==> src/rtl/load_align_pkg.sv <==
// Shared definitions for the load alignment unit:
// size encodings, FSM state type and bus geometry helpers.
package load_align_pkg;

    localparam logic [1:0] SZ_B = 2'd0;
    localparam logic [1:0] SZ_H = 2'd1;
    localparam logic [1:0] SZ_W = 2'd2;
    localparam logic [1:0] SZ_D = 2'd3;

    typedef enum logic [2:0] {
        IDLE,
        REQ0,
        WAIT0,
        REQ1,
        WAIT1,
        RESP
    } state_t;

    function automatic int bytes_of(input int xlen);
        return xlen / 8;
    endfunction

    function automatic int offw_of(input int xlen);
        return $clog2(xlen / 8);
    endfunction

endpackage

==> src/rtl/load_extract.sv <==
// Merge/shift/extend of a two-beat window into a load result.
// Ports: pair={beat1,beat0}, off=byte offset, size, sign -> data.
module load_extract
    import load_align_pkg::*;
#(
    parameter int XLEN = 32,
    parameter int OFFW = offw_of(XLEN)
) (
    input  logic [2*XLEN-1:0] pair,
    input  logic [OFFW-1:0]   off,
    input  logic [1:0]        size,
    input  logic              sign,
    output logic [XLEN-1:0]   data
);

    logic [XLEN-1:0] low;
    logic [XLEN-1:0] mask;
    logic            msb;

    // Only the low XLEN bits of the shifted window can hold the datum.
    assign low = XLEN'(pair >> {off, 3'b000});

    always_comb begin
        mask = '1;
        msb  = 1'b0;
        case (size)
            SZ_B: begin
                mask = XLEN'(8'hFF);
                msb  = low[7];
            end
            SZ_H: begin
                mask = XLEN'(16'hFFFF);
                msb  = low[15];
            end
            SZ_W: begin
                mask = XLEN'(32'hFFFF_FFFF);
                msb  = low[31];
            end
            default: begin
                mask = '1;
                msb  = 1'b0;
            end
        endcase
        // A full-width load has mask all ones, so it is never extended.
        data = (low & mask) | ((sign && msb) ? ~mask : '0);
    end

endmodule

==> src/rtl/load_align_unit.sv <==
// Load alignment unit: issues one or two aligned memory beats per load,
// merges them and returns the size-extracted, extended result.
// Ports: req_* load request in, mem_req_*/mem_rsp_* memory port,
// rsp_* result out (rsp_err flags illegal size / disallowed misalignment).
module load_align_unit
    import load_align_pkg::*;
#(
    parameter int XLEN           = 32,
    parameter bit ALLOW_MISALIGN = 1'b1
) (
    input  logic            clk,
    input  logic            rst_n,
    input  logic            req_valid,
    output logic            req_ready,
    input  logic [31:0]     req_addr,
    input  logic [1:0]      req_size,
    input  logic            req_sign,
    output logic            mem_req_valid,
    input  logic            mem_req_ready,
    output logic [31:0]     mem_req_addr,
    input  logic            mem_rsp_valid,
    input  logic [XLEN-1:0] mem_rsp_data,
    output logic            rsp_valid,
    input  logic            rsp_ready,
    output logic [XLEN-1:0] rsp_data,
    output logic            rsp_err
);

    localparam int BYTES = bytes_of(XLEN);
    localparam int OFFW  = offw_of(XLEN);

    state_t          state;
    state_t          state_nxt;
    logic [31:0]     addr_q;
    logic [1:0]      size_q;
    logic            sign_q;
    logic            cross_q;
    logic [XLEN-1:0] beat0_q;
    logic [XLEN-1:0] rsp_data_q;
    logic            rsp_err_q;

    logic [4:0]      span;
    logic            cross_in;
    logic            bad_size;
    logic            req_bad;
    logic [31:0]     aligned;
    logic [2*XLEN-1:0] pair;
    logic [XLEN-1:0] ext;

    assign span     = 5'(req_addr[OFFW-1:0]) + (5'd1 << req_size);
    assign cross_in = span > 5'(BYTES);
    assign bad_size = (req_size == SZ_D) && (XLEN < 64);
    assign req_bad  = bad_size || (cross_in && !ALLOW_MISALIGN);
    assign aligned  = {addr_q[31:OFFW], {OFFW{1'b0}}};

    // The final beat is merged straight off the bus so the result
    // register loads on the same edge the data arrives.
    assign pair = (state == WAIT1) ? {mem_rsp_data, beat0_q}
                                   : {{XLEN{1'b0}}, mem_rsp_data};

    load_extract #(
        .XLEN (XLEN),
        .OFFW (OFFW)
    ) u_extract (
        .pair (pair),
        .off  (addr_q[OFFW-1:0]),
        .size (size_q),
        .sign (sign_q),
        .data (ext)
    );

    always_ff @(posedge clk or negedge rst_n) begin
        if (!rst_n) state <= IDLE;
        else        state <= state_nxt;
    end

    always_comb begin
        state_nxt     = state;
        req_ready     = 1'b0;
        mem_req_valid = 1'b0;
        mem_req_addr  = '0;
        rsp_valid     = 1'b0;
        case (state)
            IDLE: begin
                req_ready = 1'b1;
                if (req_valid) state_nxt = req_bad ? RESP : REQ0;
            end
            REQ0: begin
                mem_req_valid = 1'b1;
                mem_req_addr  = aligned;
                if (mem_req_ready) state_nxt = WAIT0;
            end
            WAIT0: begin
                if (mem_rsp_valid) state_nxt = cross_q ? REQ1 : RESP;
            end
            REQ1: begin
                mem_req_valid = 1'b1;
                mem_req_addr  = aligned + 32'(BYTES);
                if (mem_req_ready) state_nxt = WAIT1;
            end
            WAIT1: begin
                if (mem_rsp_valid) state_nxt = RESP;
            end
            RESP: begin
                rsp_valid = 1'b1;
                if (rsp_ready) state_nxt = IDLE;
            end
            default: state_nxt = IDLE;
        endcase
    end

    always_ff @(posedge clk or negedge rst_n) begin
        if (!rst_n) begin
            addr_q     <= '0;
            size_q     <= '0;
            sign_q     <= 1'b0;
            cross_q    <= 1'b0;
            beat0_q    <= '0;
            rsp_data_q <= '0;
            rsp_err_q  <= 1'b0;
        end else begin
            case (state)
                IDLE: begin
                    if (req_valid) begin
                        addr_q     <= req_addr;
                        size_q     <= req_size;
                        sign_q     <= req_sign;
                        cross_q    <= cross_in;
                        rsp_data_q <= '0;
                        rsp_err_q  <= req_bad;
                    end
                end
                WAIT0: begin
                    if (mem_rsp_valid) begin
                        beat0_q <= mem_rsp_data;
                        if (!cross_q) rsp_data_q <= ext;
                    end
                end
                WAIT1: begin
                    if (mem_rsp_valid) rsp_data_q <= ext;
                end
                RESP: begin
                    if (rsp_ready) begin
                        rsp_data_q <= '0;
                        rsp_err_q  <= 1'b0;
                    end
                end
                default: ;
            endcase
        end
    end

    assign rsp_data = rsp_data_q;
    assign rsp_err  = rsp_err_q;

endmodule

==> config.mk <==
export PLATFORM = sky130hd
export DESIGN_NAME = load_align_unit
export DESIGN_NICKNAME = d
export VERILOG_FILES = /design/src/rtl/load_align_pkg.sv /design/src/rtl/load_extract.sv /design/src/rtl/load_align_unit.sv
export SDC_FILE = /design/constraint.sdc
export NUM_CORES = 1
export LEC_CHECK = 0
export ABC_CLOCK_PERIOD_IN_PS = 3800
export BUFFER_PORTS_ARGS = -buffer_cell sky130_fd_sc_hd__buf_2
export CORE_ASPECT_RATIO = 0.9
export CORE_MARGIN = 2
export CORE_UTILIZATION = 41
export DETAILED_ROUTE_END_ITERATION = 10
export GPL_ROUTABILITY_DRIVEN = 1
export GPL_TIMING_DRIVEN = 0
export PLACE_DENSITY = 0.6
export SYNTH_ARGS = -nofsm -noshare
export SYNTH_HDL_FRONTEND = slang
export SYNTH_SLANG_ARGS = --single-unit
==> constraint.sdc <==
create_clock -name clk -period 3.8 [get_ports clk]
set_clock_uncertainty 0.05 [all_clocks]
set_input_delay 0.38 -clock clk [delete_from_list [all_inputs] [get_ports clk]]
set_output_delay 0.38 -clock clk [all_outputs]
set_load 0.1 [all_outputs]
## Word-level counts from Yosys, hierarchy flattened

Cells that the tools add are included.

| word-level totals | value |
|---|---|
| logic and storage cells | 68 |
| input port bits | 73 |
| output and inout bits | 68 |
| register bits | 104 |

| cells by class | value |
|---|---|
| $lt $le $gt $ge | 1 |
| shifts and indexed selects | 2 |
| mux-type cells | 26 |
| bitwise operators | 3 |
| add/sub/neg operators | 2 |
| reduce and logical (&&, ||, !) cells | 11 |
| equality and inequality tests | 15 |

Operators by type and width:

| kind | number |
|---|---|
| $mux 32 | 6 |
| $pmux 32 s2 | 2 |
| $pmux 32 s4 | 1 |
| $mux 64 | 1 |
| $shr 64x5->32 | 1 |
| $add 32x3->32 const B | 1 |
| $and 32x32->32 | 1 |
| $not 32->32 | 1 |
| $or 32x32->32 | 1 |
| $mux 3 | 8 |
| $pmux 3 s6 | 1 |
| $ne 2x2->1 const B | 7 |
| $reduce_and 6->1 | 2 |
| $eq 3x2->1 const B | 2 |
| $eq 3x3->1 const B | 2 |
| $add 2x5->5 | 1 |
| $gt 5x3->1 const B | 1 |
| $mux 1 | 5 |
| $shl 1x2->5 const A | 1 |
| $eq 2x2->1 const B | 2 |
| $reduce_and 2->1 | 2 |
| $reduce_bool 4->1 | 1 |
| $eq 3x1->1 const B | 1 |
| $logic_not 3->1 | 1 |
| 8 further kinds | 8 |

## Logic depth before layout (Yosys ltp)

Gate-level depths: netlist (run 1).

| depth | value |
|---|---|
| depth in word-level cells | 10 |
| mapped depth | 9 |
| mapped depth without buffers | 7 |

## Modules after synthesis

A second synthesis (run 1) with hierarchy kept.

| unflattened totals | value |
|---|---|
| cell total of the unflattened synthesis | 670 |
| area total of the unflattened synthesis | 6,791.5 µm² |

Modules (own cells, without submodules):

| module | area each (µm²) | seq. area each (µm²) | instances | cells an instance |
|---|---|---|---|---|
| load_align_unit | 5,694.2 | 2,602.5 | 1 | 570 |
| load_extract | 1,097.3 | 0.0 | 1 | 100 |

## Least setup slack after synthesis (run 1)

Ideal clock, no wire load.

| path | value |
|---|---|
| path kind | flip-flop to flip-flop |
| from | reg state[2] |
| to | reg addr_q[10] |
| slack | -0.152 ns |
| setup time | 0.125 ns |
| data arrival time | 3.777 ns |
| cell stages (with the launch flop) | 8 |
| buffers on the path | 4 |
| clock period less this slack | 3.952 ns |
| cells stage by stage | dfrtp_1 -> buf_4 -> buf_2 -> nor3_1 -> and2_1 -> clkbuf_1 -> buf_2 -> mux2_2 |

| between the ends | value |
|---|---|
| longest elaborated chain between the ends | 2 |

RTL lines:

| what | line | source |
|---|---|---|
| from (decl) | load_align_unit.sv:32 | `state_t state;` |
| from (signal assigned) | load_align_unit.sv:74 | `else state <= state_nxt;` |
| $logic_not 3->1 | load_align_unit.sv:122 | `case (state)` |
| $reduce_and 2->1 (no source line) | -- |  |
| to (signal assigned) | load_align_unit.sv:125 | `addr_q <= req_addr;` |
| to (decl) | load_align_unit.sv:34 | `logic [31:0] addr_q;` |

No other way between the ends.
A chain may end at the register's enable or synchronous reset.

## Worst setup path in the final report (run 1)

| path | value |
|---|---|
| from | reg addr_q[15] |
| to | out mem_req_addr[27] |

| between the ends | value |
|---|---|
| longest elaborated chain between the ends | 2 |

RTL lines:

| what | line | source |
|---|---|---|
| $add 32x3->32 | load_align_unit.sv:98 | `mem_req_addr = aligned + 32'(BYTES);` |
| $pmux 32 s2 | load_align_unit.sv:83 | `case (state)` |
| to (decl) | load_align_unit.sv:20 | `output logic [31:0] mem_req_addr,` |

No other way between the ends.

==> results of run 1 <==
[worst paths after layout]
kind                               endpoint  cells after the start  slack, ns         start
max                        mem_req_addr[27]                      6       0.67    addr_q[15]
min                              addr_q[24]                      3       0.19  req_addr[24]
max reg2reg                    rsp_data[25]                      8       1.28      state[2]
min reg2reg                    rsp_data[15]                      2       0.44  rsp_data[15]
max in group asynchronous       rsp_data[7]                      3       2.44         rst_n
min in group asynchronous        addr_q[12]                      2       0.53         rst_n
[final cells by class]
type	count	area share (%)
antenna	1	0.03243
buffer	53	3.632
clock buffer	10	2.967
clock inverter	5	1.378
inverter	17	0.8268
multi-input combinational	436	44.70
sequential	104	33.72
tap	202	3.275
timing repair buffer	140	9.468
[logic make-up (layout without fill, tap and decap cells)]
kind of cell               after synthesis  count (layout)
buffers and inverters                   70             225
other                                    1               3
muxes                                  140             140
and+or+nand+nor                        168             168
xor gates and xnor gates                28              28
DFF                                    104             104
adders and majority gates                4               4
AOI/OAI and AO/OA                       94              94
[Yosys cell counts (8+ instances only)]
master,n,area share (%)
nor2_1,44,2.6
clkbuf_1,18,1.1
a221oi_1,8,1.1
nand4_1,13,1.3
o21ai_0,32,2.5
buf_2,19,1.5
dfrtp_1,104,41
mux2_2,66,12
and3_1,9,0.88
inv_1,17,1.0
xor2_1,23,3.2
nand3_1,34,2.7
a32oi_1,8,1.1
nand2_1,33,1.9
mux4_2,8,2.8
mux2i_1,66,10
[per-layer routing]
layer | vias up | routed length (um) | GRT usage (%)
met1 | 2770 | 8455 | 33.05
met4 | 2 | 352 | 7.227
met3 | 28 | 1805 | 7.311
met5 | - | 13 | 0
li1 | 2539 | - | -
met2 | 231 | 9216 | 38.26
[worst register-to-register path: stages, from the launching register on]
cell and delay, ns:
dfrtp_1 0.36, buf_4 0.16, nor3b_1 0.25, o211a_1 0.20, clkbuf_1 0.46, and2_0 0.20, buf_1 0.49, a221oi_1 0.17
nand3_1 0.13
[stage by stage]
| stage | hold WS (ns) | cells |
|---|---|---|
| finish | 0.1888 | 968 |
| global route | 0.1950 | 967 |
| floorplan | 0.03441 | 610 |
| CTS | 0.1823 | 967 |
| global placement | 0.4152 | 950 |
| detailed placement | 0.3749 | 951 |
[sequential cells by signal (all words and copies together) (netlist names)]
register,cells
rsp_err,1
size_q,2
cross_q,1
beat0_q,32
rsp_data,32
addr_q,32
state,3
sign_q,1
==> metrics, run 1 <==
clk slew on worst S/H paths=0.07 ns; clk root buf=clkbuf_16; Detailed Place HPWL=14270 um; Die Footprint=0.01659 mm2; global-route wire length before repair=30620 um; Worst Setup Path Type=register to output port; TritonRoute pass-1 iters=7; clock latency on the worst-skew pair=0.36 ns; Routed WL per cell=20.50 um; CTS tree=built; Util after Layout=50.33%; Hold/Removal Path Class=input pin to register; area of the multi-input gates=0.003450 mm2; CTS Buf Count=9; core region area=0.01533 mm2; area grow syn2layout=20.82%; CP max-delay cell=nor4_2; Ys Warns=0; Residual DRC=0; RSZ-0062 raised after global routing=no; Cell variety after synth=60; layout cells sized above 1=35.42%; max_cap viols=0; Syn Inst Count=609; FP Rows=43; period utilization=82.40%; Synth Area in Adders=0.9011%; htree depth=3; # fillers=1464; most frequent cells in the layout=buf_2, dfrtp_1, mux2i_1, mux2_2, nor2_1; Netlist Area Pre-Place=0.006387 mm2; via count=5570; hold_buf cts=1; total gr overflow=0; post-synthesis simple-gate area fraction=13.77%; Worst EP arrival=2.70 ns; final hold vios=0; Finished Cell Area=0.007717 mm2; main flop type after synthesis=dfrtp_1; FF+latch count, synth=104; CP Cell Sequence=nand4_1, nor4_2, nand3_1, or3_1, a21oi_1, buf_2; IO Count=141; sequential fraction of the synthesis area=40.74%; status=finished clean; Mean Syn Cell Area=10.49 um2; Initial DRC Count=522; Die Y-Extent=122.4 um; Register Area=0.002603 mm2; Max stage delay on crit path=0.52 ns; Worst path top cell family by delay=simple AND/OR/NAND/NOR gates; Slew Viols, Final=0; FFs w/ async S/R, synth=100.0%; Clock Tree Buf Depth=2; initial antenna violation count=2; XOR/XNOR Fraction of Synth Area=3.839%; Port Buffers=138; EDFF count, synth=0; type of destination of the critical path=output port; GRT Total Usage=24.50%; WP buf/inv=1; largest family of logic cells by synthesized area=multiplexers; number of global-route vias before repair=5594; routed wire length=19840 um; pre-CTS setup slack=1.040 ns; Initial Utilization=41.66%; post-synthesis compound-gate area fraction=10.50%; largest net degree at the start of global routing=63; area post-placement=0.007370 mm2; time the worst path needs with I/O delays and setup=3.131 ns; # clock sinks=104; layout net count=838; Antenna Violating Nets Remaining=0; mux cell area share after synthesis=24.80%; Setup Viol. Count Final=0; worst endpoint required time=3.37 ns; measured slew at the worst slew-check pin=1.022 ns; Die Wd=135.6 um; Post-CTS Setup Bufs=0; post-CTS sizing=0; Startpoint Class=register; CP max FO=7; fmax=319.4 MHz; most common cell after layout, fill and taps aside=buf_2; setup total negative slack=0 ns; Via density=5.754; routability cong.=0.9383; Max-slew headroom=31.62%; Final WS setup=0.6688 ns
Power of run 1 is not shown: default switching activity piles up to over one toggle a cycle in this logic, so the estimate is an artifact.
==> run 2: changes to the inputs <==
--- a/config.mk
+++ b/config.mk
@@ -5,7 +5,7 @@
 export SDC_FILE = /design/constraint.sdc
 export NUM_CORES = 1
 export LEC_CHECK = 0
-export ABC_CLOCK_PERIOD_IN_PS = 3800
+export ABC_CLOCK_PERIOD_IN_PS = 3000
 export BUFFER_PORTS_ARGS = -buffer_cell sky130_fd_sc_hd__buf_2
 export CORE_ASPECT_RATIO = 0.9
 export CORE_MARGIN = 2
==> constraint.sdc (replaced) <==
create_clock -name clk -period 3 [get_ports clk]
set_clock_uncertainty 0.05 [all_clocks]
set_input_delay 0.3 -clock clk [delete_from_list [all_inputs] [get_ports clk]]
set_output_delay 0.3 -clock clk [all_outputs]
set_load 0.1 [all_outputs]
==> metrics, run 2 (same netlist as run 1, synthesis figures left out) <==
status=finished clean; RR Endpoint=rsp_data[30]; time the worst path needs with I/O delays and setup=2.838 ns; GRT Total Usage=24.30%; cell count along the critical path=6; # fillers=1413; Die Footprint=0.01659 mm2; Via density=5.824; CTS Buf Count=9; CTS tree=built; Initial Utilization=41.66%; # clock sinks=104; CP Cell Sequence=nand4_1, nor4_4, nand3_1, or3_1, a21oi_2, buf_4; Max-slew headroom=40.96%; layout cells sized above 1=37.39%; final hold vios=0; clock latency on the worst-skew pair=0.36 ns; Port Buffers=138; Final Instance Count excl. Fillers=967; period utilization=94.59%; Detailed Place HPWL=14270 um; IO Count=141; clk slew on worst S/H paths=0.07 ns; Routed WL per cell=20.69 um; area grow syn2layout=21.82%; measured slew at the worst slew-check pin=0.8856 ns; Post-CTS Setup Bufs=0; count of antenna diodes in the layout=0; R2R cell count=7; Antenna Violating Nets Remaining=0; area post-placement=0.007408 mm2; layout net count=837; max_cap viols=0; dpl cells=951; type of destination of the critical path=output port; CP max-delay cell=dfrtp_1; flop-to-flop setup slack=0.42 ns; hold endpoint=addr_q[25]; most frequent cells in the layout=buf_2, dfrtp_1, mux2i_1, mux2_2; most common cell after layout, fill and taps aside=buf_2; Worst EP arrival=2.49 ns; Worst Setup Path Type=register to output port; Die Y-Extent=122.4 um; routability cong.=0.9536; core region area=0.01533 mm2; Worst path top cell family by delay=simple AND/OR/NAND/NOR gates; worst endpoint required time=2.65 ns; via count=5632; pre-CTS setup slack=0.3625 ns; largest net degree at the start of global routing=56; RR Startpoint=state[2]; Max stage delay on crit path=0.45 ns; total gr overflow=0; fmax=352.4 MHz; Hold/Removal Path Class=input pin to register; Clock Tree Buf Depth=2; Startpoint Class=register; Setup Viol. Count Final=0; Final WS setup=0.1622 ns; Finished Cell Area=0.007781 mm2; htree depth=3; Residual DRC=0; Die Wd=135.6 um; hold path cells=2; TritonRoute pass-1 iters=6; Initial DRC Count=503; CP max FO=7; initial antenna violation count=0; number of global-route vias before repair=5458; clk root buf=clkbuf_16; FP Rows=43; Slew Viols, Final=0; global-route wire length before repair=30630 um; Hold Path Origin=req_addr[25]; routed wire length=20010 um; WP buf/inv=1
[run 2: changes by cell type in the layout (fill, tap and decap cells not counted), sizes merged]
cell,delta
clkbuf,+10
clkinvlp,+1
bufinv,-1
buf,-10
diode,-1
[run 2: through the flow]
step	hold WS (ns)	util [%]	TNS, ns
final	0.1251	50.75	0
after global routing	0.1137	50.75	-0.02265
after detailed placement	0.3253	48.32	0
after floorplan	-0.04559	-	-0.008023
after CTS	0.1132	50.53	0
after global placement	0.4180	48.12	0
[run 2: worst max-delay path by stage]
stage | startpoint | to
final | addr_q[15] | mem_req_addr[27]
after global routing | addr_q[15] | mem_req_addr[31]
after CTS | addr_q[7] | mem_req_addr[30]
after detailed placement | addr_q[15] | mem_req_addr[27]
after global placement | rst_n | rsp_data[10]
after floorplan | state[1] | mem_req_addr[9]
[run 2: repair_timing]
action / 4_1_cts / 5_1_grt
hold endpoints to repair: 49 / 0
endpoints found under the setup margin: 3 / 21
gates resized for setup: 3 / 15
hold buffers: 1 / 0
[run 2: area by class of cell]
type                            count  area (um2)  share of cell area, %
Clock inverter                      5       80.08                  1.029
Clock buffer                       11       242.7                  3.119
Sequential cell                   104        2603                  33.45
Multi-Input combinational cell    436        3497                  44.94
Timing Repair Buffer              140       763.2                  9.809
Tap cell                          202       252.7                  3.248
Buffer                             52       279.0                  3.586
Inverter                           17       63.81                 0.8201
[run 2: metal layers]
| metal | up-vias | track usage (%) | share of wire, % |
|---|---|---|---|
| li1 | 2537 | - | - |
| met5 | - | 0 | 0 |
| met2 | 252 | 36.93 | 45 |
| met4 | 0 | 7.357 | 2.0 |
| met3 | 31 | 4.791 | 8.7 |
| met1 | 2812 | 35.14 | 44 |
Power of run 2 is left out for the same reason.
==> run 3: changes to the inputs <==
--- a/config.mk
+++ b/config.mk
@@ -14,6 +14,7 @@
 export GPL_ROUTABILITY_DRIVEN = 1
 export GPL_TIMING_DRIVEN = 0
 export PLACE_DENSITY = 0.6
+export RECOVER_POWER = 25
 export SYNTH_ARGS = -nofsm -noshare
 export SYNTH_HDL_FRONTEND = slang
 export SYNTH_SLANG_ARGS = --single-unit
==> metrics, run 3 (same netlist as run 1, synthesis figures left out) <==
type of destination of the critical path=output port; FP Rows=43; total gr overflow=0; Die Y-Extent=122.4 um; pre-CTS setup slack=0.3625 ns; CP max FO=7; Slew Viols, Final=0; global-route wire length before repair=30630 um; CP startpoint=addr_q[15]; count of antenna diodes in the layout=0; clk slew on worst S/H paths=0.07 ns; CP Capture Point=mem_req_addr[27]; Initial Utilization=41.66%; clock latency on the worst-skew pair=0.36 ns; Final Instance Count excl. Fillers=967; RR Startpoint=state[2]; period utilization=94.67%; status=finished clean; Final WS setup=0.1599 ns; Initial DRC Count=524; Worst EP arrival=2.49 ns; Setup Viol. Count Final=0; dpl cells=951; Antenna Violating Nets Remaining=0; CTS Buf Count=9; IO Count=141; max_cap viols=0; Die Wd=135.6 um; area grow syn2layout=21.47%; area of the multi-input gates=0.003497 mm2; Die Footprint=0.01659 mm2; Detailed Place HPWL=14270 um; Register Area=0.002603 mm2; Post-CTS Setup Bufs=0; flop-to-flop setup slack=0.43 ns; Port Buffers=138; via count=5613; TritonRoute pass-1 iters=7; Clock Tree Buf Depth=2; largest net degree at the start of global routing=56; core region area=0.01533 mm2; routed wire length=20000 um; Hold/Removal Path Class=input pin to register; worst endpoint required time=2.65 ns; htree depth=3; routability cong.=0.9536; clk root buf=clkbuf_16; Via density=5.805; layout cells sized above 1=37.39%; fmax=352.1 MHz; Max-slew headroom=15.62%; initial antenna violation count=0; measured slew at the worst slew-check pin=1.266 ns; Util after Layout=50.60%; Worst Setup Path Type=register to output port; R2R cell count=7; # fillers=1416; layout net count=837; CTS tree=built; Routed WL per cell=20.68 um; final hold vios=0; time the worst path needs with I/O delays and setup=2.840 ns; GRT Total Usage=24.30%; # clock sinks=104; Residual DRC=0; Startpoint Class=register; number of global-route vias before repair=5458; most common cell after layout, fill and taps aside=buf_2; RR Endpoint=rsp_data[30]; most frequent cells in the layout=buf_2, dfrtp_1, mux2i_1, mux2_2
run 3: cell count changes in the layout (fill, tap and decap cells not counted):
cell | previous run | this run
clkbuf_2 | 3 | 4
clkbuf_4 | 10 | 11
buf_4 | 9 | 8
buf_16 | 1 | 0
run 3: metal layers:
metal  global-route usage [%]  share of wire (%)
met1                    35.14                 45
met2                    36.93                 45
met4                    7.357                1.9
met5                        0                  0
met3                    4.791                7.7
run 3: critical path, cell delays in order (launching register included):
cell and delay, ns:
dfrtp_1 0.45, nand4_1 0.24, nor4_4 0.43, nand3_1 0.20, or3_1 0.37, a21oi_2 0.14, buf_4 0.31
run 3: metrics by stage:
step	hold WS (ns)	cell area, um2	TNS (ns)
CTS	0.1132	7749	0
finish	0.1261	7759	0
global placement	0.4180	7378	0
global route	0.1137	7759	-0.02265
detailed placement	0.3253	7408	0
floorplan	-0.04559	6435	-0.008023
run 3: cell type report:
class | instances | share of cell area [%]
clock buffer | 11 | 3.129
sequential | 104 | 33.54
buffer | 52 | 3.596
inverter | 17 | 0.8224
multi-input combinational | 436 | 45.07
clock inverter | 5 | 1.032
timing repair buffer | 140 | 9.547
tap | 202 | 3.258
run 3: how the worst min path moves through the flow:
| stage | slack [ns] | endpoint | from | depth (start not counted) |
|---|---|---|---|---|
| 2_1_floorplan | -0.05 | addr_q[0] | rst_n | 0 |
| 3_3_place_gp | 0.42 | rsp_data[7] | rsp_data[7] | 2 |
| 3_5_place_dp | 0.33 | addr_q[9] | rst_n | 1 |
| 4_1_cts | 0.11 | addr_q[27] | req_addr[27] | 2 |
| 5_1_grt | 0.11 | addr_q[25] | req_addr[25] | 2 |
| 6_report | 0.13 | addr_q[25] | req_addr[25] | 2 |
run 3: what timing repair did:
item,4_1_cts,5_1_grt
gates resized for setup,3,15
setup endpoints to repair,3,21
hold buffers,1,0
endpoints found under the hold margin,49,0
Power of run 3 is left out for the same reason.
